File: src/rtl/wave_pwm_dac_if.sv
// Sample stream from an upstream wave generator into the PWM DAC:
// valid/ready handshake carrying one unsigned WIDTH-bit sample.
interface wave_pwm_dac_if #(
  parameter int unsigned WIDTH = 8
);
  logic [WIDTH-1:0] sample_in;
  logic             sample_valid;
  logic             sample_ready;

  modport master (output sample_in, output sample_valid, input sample_ready);
  modport slave  (input sample_in, input sample_valid, output sample_ready);
endinterface

File: src/rtl/wave_pwm_dac.sv
// 8-bit sample stream to single-bit PWM for an RC-filtered DAC pin; duty only changes at period boundaries.
// Define WAVE_PWM_SIGMA_DELTA_EN to replace the compare with a first-order sigma-delta modulator.
module wave_pwm_dac #(
  parameter int unsigned PRESCALE = 1,
  parameter int unsigned WIDTH    = 8
) (
  input  logic           clk,
  input  logic           rst,
  wave_pwm_dac_if.slave  smp,
  output logic           pwm_out,
  output logic           period_start,
  output logic           underrun
);

  localparam int unsigned PW = (PRESCALE > 1) ? $clog2(PRESCALE) : 1;
  localparam logic [PW-1:0] PRESC_LAST = PW'(PRESCALE - 1);

  logic [PW-1:0]    presc_cnt;
  logic [WIDTH-1:0] ph_cnt;
  logic [WIDTH-1:0] duty;
  logic [WIDTH-1:0] hold;
  logic             hold_full;
  logic             tick;
  logic             boundary;
  logic             accept;

  always_comb begin
    tick     = (presc_cnt == PRESC_LAST);
    boundary = tick && (ph_cnt == '1);
    accept   = smp.sample_valid && !hold_full;
  end

  assign smp.sample_ready = ~hold_full;

  // Prescaler and phase counter
  always_ff @(posedge clk) begin
    if (rst) begin
      presc_cnt <= '0;
      ph_cnt    <= '0;
    end else begin
      if (tick) begin
        presc_cnt <= '0;
        ph_cnt    <= ph_cnt + WIDTH'(1);
      end else begin
        presc_cnt <= presc_cnt + PW'(1);
      end
    end
  end

  // Holding buffer; a boundary drains it, otherwise an empty buffer may fill
  always_ff @(posedge clk) begin
    if (rst) begin
      hold      <= '0;
      hold_full <= 1'b0;
      duty      <= '0;
    end else if (boundary && hold_full) begin
      duty      <= hold;
      hold_full <= 1'b0;
    end else if (accept) begin
      hold      <= smp.sample_in;
      hold_full <= 1'b1;
    end
  end

  always_ff @(posedge clk) begin
    if (rst) begin
      period_start <= 1'b0;
      underrun     <= 1'b0;
    end else begin
      period_start <= boundary;
      underrun     <= boundary && !hold_full;
    end
  end

`ifdef WAVE_PWM_SIGMA_DELTA_EN
  // Accumulator carry spreads the duty's ones evenly over the period
  logic [WIDTH-1:0] acc;
  logic [WIDTH:0]   acc_sum;

  assign acc_sum = {1'b0, acc} + {1'b0, duty};

  always_ff @(posedge clk) begin
    if (rst) begin
      acc     <= '0;
      pwm_out <= 1'b0;
    end else if (tick) begin
      acc     <= acc_sum[WIDTH-1:0];
      pwm_out <= acc_sum[WIDTH];
    end
  end
`else
  always_ff @(posedge clk) begin
    if (rst) pwm_out <= 1'b0;
    else     pwm_out <= (ph_cnt < duty);
  end
`endif

endmodule
File: src/flat_wrapper.sv
// flat-port wrapper written by rule: the top's interface ports become plain ports
module wave_pwm_dac_flat 
#(
  parameter int unsigned PRESCALE = 1,
  parameter int unsigned WIDTH    = 8
)
  (clk, rst, pwm_out, period_start, underrun, smp_sample_in, smp_sample_valid, smp_sample_ready);
  wave_pwm_dac_if #(.WIDTH(WIDTH)) smp_i ();
  input  logic clk;
  input  logic rst;
  output logic pwm_out;
  output logic period_start;
  output logic underrun;
  input wire logic [$bits(smp_i.sample_in)-1:0] smp_sample_in;
  input wire logic [$bits(smp_i.sample_valid)-1:0] smp_sample_valid;
  output wire logic [$bits(smp_i.sample_ready)-1:0] smp_sample_ready;
  assign smp_i.sample_in = smp_sample_in;
  assign smp_i.sample_valid = smp_sample_valid;
  assign smp_sample_ready = smp_i.sample_ready;
  wave_pwm_dac #(.PRESCALE(PRESCALE), .WIDTH(WIDTH)) u_core (.clk(clk), .rst(rst), .smp(smp_i), .pwm_out(pwm_out), .period_start(period_start), .underrun(underrun));
endmodule
File: config.mk
export PLATFORM = sky130hd
export DESIGN_NAME = wave_pwm_dac_flat
export DESIGN_NICKNAME = d
export VERILOG_FILES = /design/src/rtl/wave_pwm_dac_if.sv /design/src/rtl/wave_pwm_dac.sv /design/src/flat_wrapper.sv
export SDC_FILE = /design/constraint.sdc
export NUM_CORES = 1
export LEC_CHECK = 0
export ABC_AREA = 1
export CELL_PAD_IN_SITES_DETAIL_PLACEMENT = 2
export CELL_PAD_IN_SITES_GLOBAL_PLACEMENT = 2
export CORE_MARGIN = 2
export CORE_UTILIZATION = 32
export DETAILED_ROUTE_END_ITERATION = 12
export MAX_ROUTING_LAYER = met4
export PLACE_DENSITY = 0.78
export SYNTH_ARGS = -nofsm -noshare
export SYNTH_HDL_FRONTEND = slang
export SYNTH_SLANG_ARGS = --single-unit
File: constraint.sdc
create_clock -name clk -period 1.6 [get_ports clk]
set_input_delay 0.32 -clock clk [delete_from_list [all_inputs] [get_ports clk]]
set_output_delay 0.32 -clock clk [all_outputs]
set_load 0.05 [all_outputs]
==> flow_metrics.tcl <==
set metrics [dict create \
    cp.buffers_inverters 0 \
    synth.cell_area_mm2 0.00137 \
    finalSetupViolCount 0 \
    first_pass_iters 4 \
    layout_stage_area_growth_over_the_synthesis_result_pct 19.6 \
    clk_transition_reported_paths_ps 70 \
    worstSetupEndpointType "register" \
    initial_cell_density_of_the_core_pct 33.8 \
    vias 1201 \
    start_kind "register" \
    tritoncts "yes" \
    post_cts_buffers 0 \
    finalCritPeriodShare_pct 90.3 \
    port_buffers 14 \
    io_pins 15 \
    synth-main-ff-cell "sky130_fd_sc_hd__dfxtp_1" \
    finalWirelength_mm 3.33 \
    rrSetupSlack_ps 150 \
    drtAntennaViolNets 0 \
    grt_util_met3_pct 3.49 \
    first_iter_violations 16 \
    maximum_buffer_depth_of_the_clock_tree 2 \
    synth.top_cell.area_share_pct 42.3 \
    final_nets 213 \
    die_w_um 69.5 \
    rsz_0062_raised_after_global_routing "false" \
    run_status "complete, no violations" \
    cp_top_family "simple AND/OR/NAND/NOR gates" \
    vdd.ir_drop.worst_v 0.000435 \
    setup_total_negative_slack_ps 0 \
    cts.root.buffer_cell "sky130_fd_sc_hd__clkbuf_8" \
    dp_hpwl_mm 2.54 \
    grt_pass1_wl_mm 5.80 \
    timing_hold_violations_final 0 \
    critical_path_class "reg2reg" \
    hold_class "reg2reg" \
    final_util_pct 40.4 \
    synth_top_cell_by_area "sky130_fd_sc_hd__dfxtp_1" \
    htree_levels 2 \
    antenna_found_initial 0 \
    clock_insertion_delay_worst_skew_ps 280 \
    fmax_mhz 692 \
    final_layout_size_suffix_gt1_share_pct 15.4 \
    synth_edf_count 0 \
    fp.dieH_um 69.5 \
    netlist_instances 176 \
    cts_sink_count 29 \
    design.die.area_mm2 0.00482 \
    timing.critical_path.fanout_max 10 \
    leakage_uw 0.000693 \
    layout_min_cycle_time_ps 1450 \
    synthArstFlopShare_pct 0 \
    synth.distinct_cells 25 \
    grt.met1_usage_pct 16.2 \
    synth.ff_latch_count 29 \
    count_of_final_max_slew_check_failures 0 \
    slew_hr_pct 55.4 \
    worst_slew_pin_slew_ps 669 \
    detail_route.vias_per_cell 4.90 \
    finalHoldWorstSlack_ps 464 \
    numCtsBuffers 5 \
    mappedNetlistNets 195 \
    cap_violations 0 \
    required_time_of_the_worst_setup_path_ps 1780 \
    power.density_mw_per_mm2 910 \
    maximum_number_of_pins_on_one_net_before_global_route_repair 24 \
    fin_skew_ps 7.61 \
    critical_path_arrival_ps 1620 \
    grt.overflow.total 0 \
    ys_seq_area_share_pct 42.3 \
    routed_wire_per_std_cell_um 13.6 \
    critical-path-max-stage-delay_ps 400 \
    rows 23 \
    place.gp.congestion 0.801 \
    number_of_global_route_vias_before_repair 1311 \
    post-route-drc-count 0 \
    core_area_mm2 0.00406 \
    grt.busiest_layer "met2" \
    globalRouteMet2Util_pct 27.8 \
    critical_path.slowest_cell "sky130_fd_sc_hd__dfxtp_1" \
    num_antenna_cells 0 \
    holdBufCountCts 0 \
    crit_chain "ha_1 > nand3_2 > nor2_4 > nand4_1 > nand2_1 > nor2_1" \
    syn_area_per_cell_um2 7.79 \
    grtUsageTotal_pct 15.6 \
    ys_warn_count 0 \
    postCtsResizedCells 0 \
    post_synth_main_area_contributors "sky130_fd_sc_hd__dfxtp_1, sky130_fd_sc_hd__a21oi_1, sky130_fd_sc_hd__ha_1, sky130_fd_sc_hd__nand2_1, sky130_fd_sc_hd__inv_1" \
]
-- flip-flops by register name (all words and copies together), names as in the netlist --
signal	cells
u_core.duty	8
u_core.hold	8
u_core.hold_full	1
u_core.period_start	1
u_core.ph_cnt	8
u_core.presc_cnt	1
u_core.pwm_out	1
u_core.underrun	1
-- cell usage in the layout (no fill, tap or decap), types with 2 or more instances in the layout --
cell type,n
sky130_fd_sc_hd__nor2_1,21
sky130_fd_sc_hd__ha_1,8
sky130_fd_sc_hd__nand3_2,2
sky130_fd_sc_hd__nand4_1,10
sky130_fd_sc_hd__clkdlybuf4s50_1,10
sky130_fd_sc_hd__o21ai_0,11
sky130_fd_sc_hd__dfxtp_1,29
sky130_fd_sc_hd__o21ai_1,2
sky130_fd_sc_hd__clkbuf_8,5
sky130_fd_sc_hd__nand2_1,24
sky130_fd_sc_hd__buf_4,6
sky130_fd_sc_hd__inv_2,3
sky130_fd_sc_hd__nor3_2,2
sky130_fd_sc_hd__inv_1,22
sky130_fd_sc_hd__clkinv_2,3
sky130_fd_sc_hd__nor2_2,2
sky130_fd_sc_hd__nand2_2,2
sky130_fd_sc_hd__a21oi_1,22
sky130_fd_sc_hd__nand3_1,2
-- power breakdown --
part	switching [µW]	internal [µW]
Clock	295	300
Combinational	81.3	54.4
Sequential	14.4	747
-- logic make-up (layout without fill, tap and decap cells) --
kind of cell / after synthesis / in the layout / share of synthesized area, %
flops: 29 / 29 / 42.3
xor+xnor: 1 / 1 / 0.639
compound gates: 35 / 35 / 12.8
buf+inv: 32 / 51 / 9.31
fa+ha+maj: 8 / 8 / 7.30
other cells: 1 / 1 / 0.273
simple gates: 70 / 70 / 27.4
-- through the flow --
| step | cell area (µm²) | setup WS [ps] | power, µW | instances |
|---|---|---|---|---|
| CTS | 1640 | 135 | 1520 | 245 |
| global placement | 1550 | -50.9 | 906 | 237 |
| floorplan | 1370 | 304 | 859 | 176 |
| global route | 1640 | 10.7 | 1560 | 245 |
| finish | 1640 | 154 | 1490 | 245 |
| detailed placement | 1550 | -112 | 916 | 237 |
-- Yosys cell counts, types with 3 or more instances --
library cell and instances:
sky130_fd_sc_hd__nand4_1 10, sky130_fd_sc_hd__a21oi_1 22, sky130_fd_sc_hd__dfxtp_1 29, sky130_fd_sc_hd__o21ai_0 11
sky130_fd_sc_hd__buf_2 5, sky130_fd_sc_hd__nand2_1 24, sky130_fd_sc_hd__nor2_1 21, sky130_fd_sc_hd__inv_2 3
sky130_fd_sc_hd__ha_1 8, sky130_fd_sc_hd__inv_1 22
-- cell type report --
cell class | instances | area [µm²]
clock buffer | 5 | 68.8
clock inverter | 3 | 17.5
fill | 491 | 2420
inverter | 27 | 103
multi-input combinational | 115 | 663
sequential | 29 | 581
tap | 50 | 62.6
timing repair buffer | 16 | 145
-- path summary, 6_finish.rpt --
check                   end             start  depth (start not counted)
max          u_core.duty[0]  u_core.ph_cnt[1]                          6
min          u_core.hold[2]    u_core.hold[2]                          2
max reg2reg  u_core.duty[0]  u_core.ph_cnt[1]                          6
min reg2reg  u_core.hold[2]    u_core.hold[2]                          2
-- per-layer routing --
metal  share of wire [%]  vias up
met2                  53       21
met4                 2.0        0
met5                   0        -
met1                  41      570
met3                 4.0        8
li1                    -      602
-- worst register-to-register path: stages, from the launching register on --
cell and delay (ps):
sky130_fd_sc_hd__dfxtp_1 400, sky130_fd_sc_hd__ha_1 300, sky130_fd_sc_hd__nand3_2 140, sky130_fd_sc_hd__nor2_4 240, sky130_fd_sc_hd__nand4_1 140, sky130_fd_sc_hd__nand2_1 80, sky130_fd_sc_hd__nor2_1 40
(Power assumes the default switching activity.)
